`src/rtl/multdiv_sequencer.sv`:
```
// Multi-cycle signed multiply/divide sequencer: 32-step shift-add multiply and
// restoring divide on operand magnitudes, stalling the front of the pipe while it runs.
module multdiv_sequencer #(
  parameter int WIDTH = 32,
  parameter int CNT_W = 5
) (
  input  logic             clock,
  input  logic             reset,
  input  logic             ctrl_MULT,
  input  logic             ctrl_DIV,
  input  logic [WIDTH-1:0] data_operandA,
  input  logic [WIDTH-1:0] data_operandB,
  input  logic [4:0]       rd_in,
  output logic             stall,
  output logic             busy,
  output logic             data_resultRDY,
  output logic [WIDTH-1:0] data_result,
  output logic             data_exception,
  output logic [4:0]       rd_out
);

  localparam logic [1:0] ST_IDLE = 2'd0;
  localparam logic [1:0] ST_MUL  = 2'd1;
  localparam logic [1:0] ST_DIV  = 2'd2;
  localparam logic [1:0] ST_DONE = 2'd3;

  localparam logic [WIDTH-1:0]   ONE_W  = {{(WIDTH-1){1'b0}}, 1'b1};
  localparam logic [2*WIDTH-1:0] ONE_2W = {{(2*WIDTH-1){1'b0}}, 1'b1};
  localparam logic [CNT_W-1:0]   ONE_C  = {{(CNT_W-1){1'b0}}, 1'b1};

  function automatic logic [WIDTH-1:0] magnitude(input logic [WIDTH-1:0] v);
    magnitude = v[WIDTH-1] ? (~v + ONE_W) : v;
  endfunction

  logic [1:0]         state_r, state_nxt_s;
  logic [CNT_W-1:0]   cnt_r;
  logic [2*WIDTH-1:0] acc_r;
  logic [WIDTH-1:0]   opd_r;
  logic               sign_r;
  logic [4:0]         rd_r;
  logic               busy_r, rdy_r, exc_r;
  logic [WIDTH-1:0]   result_r;
  logic [4:0]         rd_out_r;

  logic               last_s, div_zero_s;
  logic [WIDTH:0]     mul_sum_s, div_sh_s, div_diff_s;
  logic [2*WIDTH-1:0] mul_next_s, div_next_s, prod_s;
  logic [WIDTH-1:0]   quo_mag_s, quo_s, fin_result_s;
  logic               mul_ovf_s, div_ovf_s, fin_exc_s;

  assign last_s     = (cnt_r == {CNT_W{1'b1}});
  assign div_zero_s = (data_operandB == {WIDTH{1'b0}});

  // Multiply step: accumulator upper half holds partial product, lower half the multiplier.
  assign mul_sum_s  = {1'b0, acc_r[2*WIDTH-1:WIDTH]} + {1'b0, opd_r};
  assign mul_next_s = acc_r[0] ? {mul_sum_s, acc_r[WIDTH-1:1]}
                               : {1'b0, acc_r[2*WIDTH-1:1]};

  // Divide step: accumulator is {remainder, quotient}; remainder stays below the divisor.
  assign div_sh_s   = {acc_r[2*WIDTH-1:WIDTH], acc_r[WIDTH-1]};
  assign div_diff_s = div_sh_s - {1'b0, opd_r};
  assign div_next_s = div_diff_s[WIDTH] ? {div_sh_s[WIDTH-1:0], acc_r[WIDTH-2:0], 1'b0}
                                        : {div_diff_s[WIDTH-1:0], acc_r[WIDTH-2:0], 1'b1};

  // Signed product fits in WIDTH bits only if its top WIDTH+1 bits are all equal.
  assign prod_s    = sign_r ? (~mul_next_s + ONE_2W) : mul_next_s;
  assign mul_ovf_s = (|prod_s[2*WIDTH-1:WIDTH-1]) & ~(&prod_s[2*WIDTH-1:WIDTH-1]);
  assign quo_mag_s = div_next_s[WIDTH-1:0];
  assign quo_s     = sign_r ? (~quo_mag_s + ONE_W) : quo_mag_s;
  assign div_ovf_s = ~sign_r & quo_mag_s[WIDTH-1];

  assign stall = ((state_r == ST_IDLE) & (ctrl_MULT | ctrl_DIV)) |
                 (state_r == ST_MUL) | (state_r == ST_DIV);

  assign busy           = busy_r;
  assign data_resultRDY = rdy_r;
  assign data_result    = result_r;
  assign data_exception = exc_r;
  assign rd_out         = rd_out_r;

  // Next-state decode; a start is only honoured in IDLE and multiply has priority.
  always_comb begin
    state_nxt_s = state_r;
    case (state_r)
      ST_IDLE: begin
        if (ctrl_MULT) begin
          state_nxt_s = ST_MUL;
        end else if (ctrl_DIV) begin
          state_nxt_s = div_zero_s ? ST_DONE : ST_DIV;
        end else begin
          state_nxt_s = ST_IDLE;
        end
      end
      ST_MUL, ST_DIV: state_nxt_s = last_s ? ST_DONE : state_r;
      ST_DONE:        state_nxt_s = ST_IDLE;
      default:        state_nxt_s = ST_IDLE;
    endcase
  end

  // Result and exception presented on entry to DONE.
  always_comb begin
    fin_result_s = {WIDTH{1'b0}};
    fin_exc_s    = 1'b0;
    case (state_r)
      ST_MUL: begin
        fin_result_s = prod_s[WIDTH-1:0];
        fin_exc_s    = mul_ovf_s;
      end
      ST_DIV: begin
        fin_result_s = quo_s;
        fin_exc_s    = div_ovf_s;
      end
      ST_IDLE: begin
        fin_result_s = {WIDTH{1'b0}};
        fin_exc_s    = 1'b1;
      end
      default: begin
        fin_result_s = {WIDTH{1'b0}};
        fin_exc_s    = 1'b0;
      end
    endcase
  end

  // Sequencer state, datapath and registered outputs.
  always_ff @(posedge clock or posedge reset) begin
    if (reset) begin
      state_r  <= ST_IDLE;
      cnt_r    <= {CNT_W{1'b0}};
      acc_r    <= {(2*WIDTH){1'b0}};
      opd_r    <= {WIDTH{1'b0}};
      sign_r   <= 1'b0;
      rd_r     <= 5'd0;
      busy_r   <= 1'b0;
      rdy_r    <= 1'b0;
      exc_r    <= 1'b0;
      result_r <= {WIDTH{1'b0}};
      rd_out_r <= 5'd0;
    end else begin
      state_r <= state_nxt_s;
      busy_r  <= (state_nxt_s == ST_MUL) | (state_nxt_s == ST_DIV);
      rdy_r   <= (state_nxt_s == ST_DONE);
      case (state_r)
        ST_IDLE: begin
          if (ctrl_MULT | ctrl_DIV) begin
            cnt_r  <= {CNT_W{1'b0}};
            sign_r <= data_operandA[WIDTH-1] ^ data_operandB[WIDTH-1];
            rd_r   <= rd_in;
            if (ctrl_MULT) begin
              acc_r <= {{WIDTH{1'b0}}, magnitude(data_operandB)};
              opd_r <= magnitude(data_operandA);
            end else begin
              acc_r <= {{WIDTH{1'b0}}, magnitude(data_operandA)};
              opd_r <= magnitude(data_operandB);
            end
          end
        end
        ST_MUL: begin
          acc_r <= mul_next_s;
          cnt_r <= cnt_r + ONE_C;
        end
        ST_DIV: begin
          acc_r <= div_next_s;
          cnt_r <= cnt_r + ONE_C;
        end
        default: begin
          cnt_r <= cnt_r;
        end
      endcase
      if (state_nxt_s == ST_DONE && state_r != ST_DONE) begin
        result_r <= fin_result_s;
        exc_r    <= fin_exc_s;
        rd_out_r <= (state_r == ST_IDLE) ? rd_in : rd_r;
      end
    end
  end

endmodule

```
`config.mk`:
```
export PLATFORM = sky130hd
export DESIGN_NAME = multdiv_sequencer
export DESIGN_NICKNAME = d
export VERILOG_FILES = /design/src/rtl/multdiv_sequencer.sv
export SDC_FILE = /design/constraint.sdc
export NUM_CORES = 1
export LEC_CHECK = 0
export CAP_MARGIN = 20
export CELL_PAD_IN_SITES_DETAIL_PLACEMENT = 0
export CELL_PAD_IN_SITES_GLOBAL_PLACEMENT = 1
export CORE_ASPECT_RATIO = 0.6
export CORE_MARGIN = 8
export CORE_UTILIZATION = 30
export DETAILED_ROUTE_END_ITERATION = 16
export GPL_TIMING_DRIVEN = 1
export PLACE_DENSITY = 0.64
export SETUP_SLACK_MARGIN = 0.05
export SLEW_MARGIN = 20
export SYNTH_ARGS = -nofsm -noshare
export SYNTH_HDL_FRONTEND = slang
export SYNTH_SLANG_ARGS = --single-unit
```
`constraint.sdc`:
```
create_clock -name clock -period 6.2 [get_ports clock]
set_input_delay 0.62 -clock clock [delete_from_list [all_inputs] [get_ports clock]]
set_output_delay 0.62 -clock clock [all_outputs]
set_load 0.05 [all_outputs]
```
After elaboration in Yosys (flattened, before gate mapping)
Index checks and enable logic that the tools add are counted.

Output and inout bits: 41. Word-level logic and storage cells: 72. Flip-flop bits (word level): 149. Input bits: 73.

Reduce and logical (&&, ||, !) cells: 11. Eq/ne operators: 9. Mux-type cells: 20. Bitwise logic cells: 14. Add/subtract/negate cells: 7.

Operators with widths (count): $mux 64 (4); $pmux 64 s3 (1); $mux 32 (5); $add 32x1->32 const B (3); $not 32->32 (3); $add 64x1->64 const B (1); $not 64->64 (1); $pmux 32 s2 (1); $add 32x32->33 (1); $reduce_and 33->1 (1); $reduce_or 33->1 (1); $sub 33x32->33 (1); $logic_not 32->1 (1); $mux 5 (2); $pmux 5 s2 (1); $eq 2x2->1 const B (4); $mux 2 (3); $pmux 2 s3 (1); $reduce_and 2->1 (3); $add 5x1->5 const B (1); $eq 5x5->1 const B (1); $eq 2x1->1 const B (2); $or 1x1->1 (4); $and 1x1->1 (3); other kinds (11) (12).

Depth between registers and ports, before layout
Depth after elaboration: 9. Mapped depth: 22. Mapped depth without buffers: 21.

Worst setup path before layout
No wires, ideal clock.

Path type: input -> register. Start point: input port data_operandB[0]. End point: register exc_r (netlist: data_exception). Path buffers: 1. Arrival: 5.180 ns. Slack: 0.891 ns. Library setup time: 0.129 ns. Stages: 21. Required time: 6.071 ns. Cells stage by stage: inv_1 > ha_1 > nand2_1 > or3_1 > or4_1 > nand2b_1 > or3_1 > nor4bb_1 > o21ai_0 > o21ai_0 > ha_1 > nand2b_1 > clkbuf_1 > nor2_1 > o21ai_0 > or4b_2 > or4_1 > nor4b_1 > nand4b_1 > o31ai_1 > nand2_1.

Cells in the longest elaborated chain, start to end: 7.

Ends and longest elaborated chain: start, declared (line 12) `input logic [WIDTH-1:0] data_operandB,`; $logic_not 32->1 (line 52) `assign div_zero_s = (data_operandB == {WIDTH{1'b0}});`; $mux 1 (line 89) `state_nxt_s = div_zero_s ? ST_DONE : ST_DIV;`; $mux 2 (line 88) `end else if (ctrl_DIV) begin`; $mux 2 (line 86) `if (ctrl_MULT) begin`; $pmux 2 s3 (line 84) `case (state_r)`; named net state_nxt_s[0] (line 35) `logic [1:0] state_r, state_nxt_s;`; $eq 2x2->1 (line 169) `if (state_nxt_s == ST_DONE && state_r != ST_DONE) begin`; $logic_and 1x1->1 (line 169); end signal, assigned (line 171) `exc_r <= fin_exc_s;`; end, declared (line 41) `logic busy_r, rdy_r, exc_r;`.

The timed path passes the listed nets, and every way through them passes these cells. A chain may end at the register's enable or synchronous reset.

Worst setup path after layout
Start point: register acc_r[17]. End point: register exc_r (netlist: data_exception).

Cells in the longest elaborated chain, start to end: 8. Elaborated cells between the ends (all ways): 9. Those cells by class: 1 x add/sub; 3 x mux; 3 x bitwise; 2 x reduce/logical.

Ends and longest elaborated chain: start, declared (line 37) `logic [2*WIDTH-1:0] acc_r;`; start signal, assigned (line 129) `acc_r <= {(2*WIDTH){1'b0}};`; start signal, assigned (line 149) `acc_r <= {{WIDTH{1'b0}}, magnitude(data_operandB)};`; start signal, assigned (line 152) `acc_r <= {{WIDTH{1'b0}}, magnitude(data_operandA)};`; $mux 64 * (line 56) `assign mul_next_s = acc_r[0] ? {mul_sum_s, acc_r[WIDTH-1:1]}`; $not 64->64 * (line 66) `assign prod_s = sign_r ? (~mul_next_s + ONE_2W) : mul_next_s;`; $add 64x1->64 * (line 66); $mux 64 * (line 66); $reduce_and 33->1 (line 67) `assign mul_ovf_s = (|prod_s[2*WIDTH-1:WIDTH-1]) & ~(&prod_s[2*WIDTH-1:WIDTH-1]);`; $not 1->1 (line 67); $and 1x1->1 * (line 67); $pmux 1 s3 * (line 104) `case (state_r)`.

Every way passes the cells marked *; elsewhere a longest branch is shown, timed or not.

==> impl_metrics.toml <==
[logic_synthesis]
average_size_of_a_mapped_cell_sq_um = 7.467
synth_cells = 2091
yosysWarnings = 0
number_of_synthesized_flops_with_an_enable_pin = 0
ys_seq_elements = 149
synth_cell_types = 95
synth.net_count = 2241
post-synth-top-area-fraction_pct = 23.88
netlist.top_cell.by_area = "sky130_fd_sc_hd__dfrtp_1"
synth.cell_area_sq_um = 15610
synth.yosys.seq_area_share_pct = 23.88
asyncSetResetFlopFracSynth_pct = 100.0
synth.top_cells.by_area = "sky130_fd_sc_hd__dfrtp_1, sky130_fd_sc_hd__o21ai_0, sky130_fd_sc_hd__xnor2_1, sky130_fd_sc_hd__nand2_1, sky130_fd_sc_hd__ha_1"
synth_flop_type = "sky130_fd_sc_hd__dfrtp_1"

[global_routing]
top_usage_layer = "met1"
grt_max_degree = 123
first_global_vias = 15180
grt.met1_usage_pct = 35.86
grt_overflow = 0
global_route.usage.met2_pct = 26.85
global_router_s_overall_resource_usage_pct = 21.97
grt_first_pass_wirelength_microns = 100900
gr-usage-met3_pct = 6.278
antenna_found_initial = 1

[clocking]
clock_sinks = 149
clk_latency_ns = 0.46
cts_tree = "done"
htree_num_levels = 4
cts-buffers-inserted = 17
cts.repair_timing.setup_buffer_count = 0
cts.path.max_buffers = 2
cts.clk_slew.worst_paths_ns = 0.08
clock-root-buffer = "sky130_fd_sc_hd__clkbuf_16"

[sta]
clock_skew_ns = 0.01616
slew-limit-headroom_pct = 18.65
report.final.setup_viol = 0
final_hold_viol_count = 0
max_freq_ghz = 0.1638
final-max-slew-violation-count = 0
layout_worst_path_cycle_share_pct = 98.48
grt_setup_unrepaired = "yes"
tns_ns = 0
period_minus_slack_ns = 6.106
timing_worst_slew_pin_value_ns = 1.209

[cells_and_area]
fin_cells = 2864
most-common-layout-cells = "sky130_fd_sc_hd__o21ai_0, sky130_fd_sc_hd__nand2_1, sky130_fd_sc_hd__nor2_1"
layout.cell_area.non_filler_sq_um = 18360
num_antenna_cells = 0
layout_cells_sized_above_1_pct = 8.890
final_nets = 2308
filler_cell_count = 5424
flow.area_growth_from_synthesis_pct = 17.61
layout_commonest_cell = "sky130_fd_sc_hd__o21ai_0"

[floorplan]
core_sq_um = 51170
initial_core_util_pct = 30.51
io_pins = 114
die_area_sq_um = 59840
die_y_microns = 192.7
die_w_microns = 310.5
std_cell_rows = 64

[setup_path]
critical-path-slowest-cell = "sky130_fd_sc_hd__nor4_1"
cp_max_fo = 8
worstSetupEndpointType = "register"
crit_arrival_ns = 6.44
cpMostUsedCell = "sky130_fd_sc_hd__nor4_1"
timing.critical_path.required_ns = 6.53
critical_path.cell_chain = "nor4_1, nand3_1, nor4_1, nand2b_1, or2_2, or3_1, nor3_1, nand4b_1, o21ai_0, xor2_1, or4_1, o311ai_1, nand2_1"
worst-setup-path-type = "register to register"
start_kind = "register"
critical-path-max-stage-delay_ns = 1.08

[place]
port_buffers = 113
place.gp.congestion = 0.9443
cell_count_after_placement = 2832
postPlaceCellArea_sq_um = 17720
dp_hpwl_microns = 53670

[power_and_ir_drop]
p_sw_uw = 5527
power_frac_clock_pct = 11.5
power.internal_uw = 4337
share_of_total_power_in_sequential_cells_pct = 19.4
share_of_power_burned_in_combinational_logic_pct = 69.0
switching_part_of_the_total_pct = 56.03
pwr_density_cell_nw_per_um2 = 537.2
peakVddDrop_v = 0.0002415
cellLeakagePower_uw = 0.007333

[routing]
postRouteAntennaNets = 0
vias = 16780
drt_pass1_iterations = 6
drc = 0
wl_per_cell_microns = 23.81
vias_per_cell = 5.858
wl_microns = 68180
drt_iter0_drc = 1797

[run]
drv.max_cap_violation_count = 0

[status]
run_status = "completed"

[hold_path]
worst_hold_path_type = "register to register"
final cells by class:
class	count	area [sq um]	area share, %
Clock buffer	17	425.4	2.317
Clock inverter	15	191.4	1.043
Inverter	74	282.8	1.540
Multi-Input combinational cell	1706	11010	59.96
Sequential cell	149	3731	20.32
Tap cell	693	867.1	4.722
Timing Repair Buffer	210	1856	10.10
power by group through the flow:
| stage | registers [uW] | logic (uW) | clock network (uW) |
|---|---|---|---|
| after floorplan | 1750 | 4320 | 0 |
| after global placement | 1890 | 6540 | 0 |
| after detailed placement | 1900 | 6590 | 0 |
| after CTS | 1880 | 6620 | 1160 |
| after global routing | 1940 | 7310 | 1200 |
| final | 1910 | 6810 | 1140 |
per-layer routing:
metal / routed length (microns) / share of wire, %
met1: 35630 / 52
met3: 7664 / 11
met5: 0 / 0
met4: 1069 / 1.6
met2: 23820 / 35
worst paths after layout:
check,from,cells past startpoint,endpoint,slack [ns]
min in group asynchronous,reset,2,acc_r[33]$_DFFE_PP0P_,0.66
worst min-delay path,rd_out[4]$_DFFE_PP0P_,2,rd_out[4]$_DFFE_PP0P_,0.48
worst min register to register,rd_out[4]$_DFFE_PP0P_,2,rd_out[4]$_DFFE_PP0P_,0.48
worst max register to register,acc_r[17]$_DFFE_PP0P_,13,data_exception$_DFFE_PP0P_,0.09
max in group asynchronous,reset,3,sign_r$_DFFE_PP0P_,4.39
worst max-delay path,acc_r[17]$_DFFE_PP0P_,13,data_exception$_DFFE_PP0P_,0.09
cells by family (layout without fill, tap and decap cells):
family / count (synthesis) / count (layout) / synth area share [%]
compound gates: 739 / 739 / 30.48
simple gates: 684 / 684 / 21.47
buf+inv: 236 / 316 / 5.898
xor+xnor: 165 / 165 / 9.256
flops: 149 / 149 / 23.88
fa+ha+maj: 77 / 77 / 6.267
mux: 41 / 41 / 2.749
registers in the layout, indices dropped and copies added (netlist names), 2 cells and up:
register     count
acc_r           64
data_result     32
opd_r           32
cnt_r            5
rd_out           5
rd_r             5
state_r          2
worst max-delay path: cells and delay by family, from the launching register on:
family | cells | cell delay, ns
AO/OA/AOI/OAI | 2 | 0.58
XOR/XNOR | 1 | 0.13
flip-flops | 1 | 0.56
AND/OR/NAND/NOR | 10 | 4.69
synth_stat cells, drive strengths merged (29+ instances only):
cell type	number
o21ai	273
nand2	254
nor2	152
dfrtp	149
a21oi	142
clkbuf	131
xnor2	112
ha	75
inv	71
xor2	53
a22oi	38
nor3	38
o31ai	36
nand3	35
or3	33
buf	31
a221o	30
mux2i	29
per-stage QoR:
step | setup WS [ns] | hold slack, ns | util (%) | power [uW]
5_1_grt | 0.01436 | 0.5076 | 35.89 | 10450
3_5_place_dp | -0.3020 | 0.4699 | 34.63 | 8488
3_3_place_gp | -0.2577 | 0.4629 | 34.64 | 8423
6_report | 0.09405 | 0.4815 | 35.89 | 9864
4_1_cts | 0.1575 | 0.4867 | 35.84 | 9657
2_1_floorplan | 0.8910 | 0.4722 | - | 6076
repair_timing:
item	in CTS	in global routing
hold buffers	0	0
endpoints found under the setup margin	0	7
resized for setup	0	5
No activity file was read; power rests on OpenSTA's default activity.
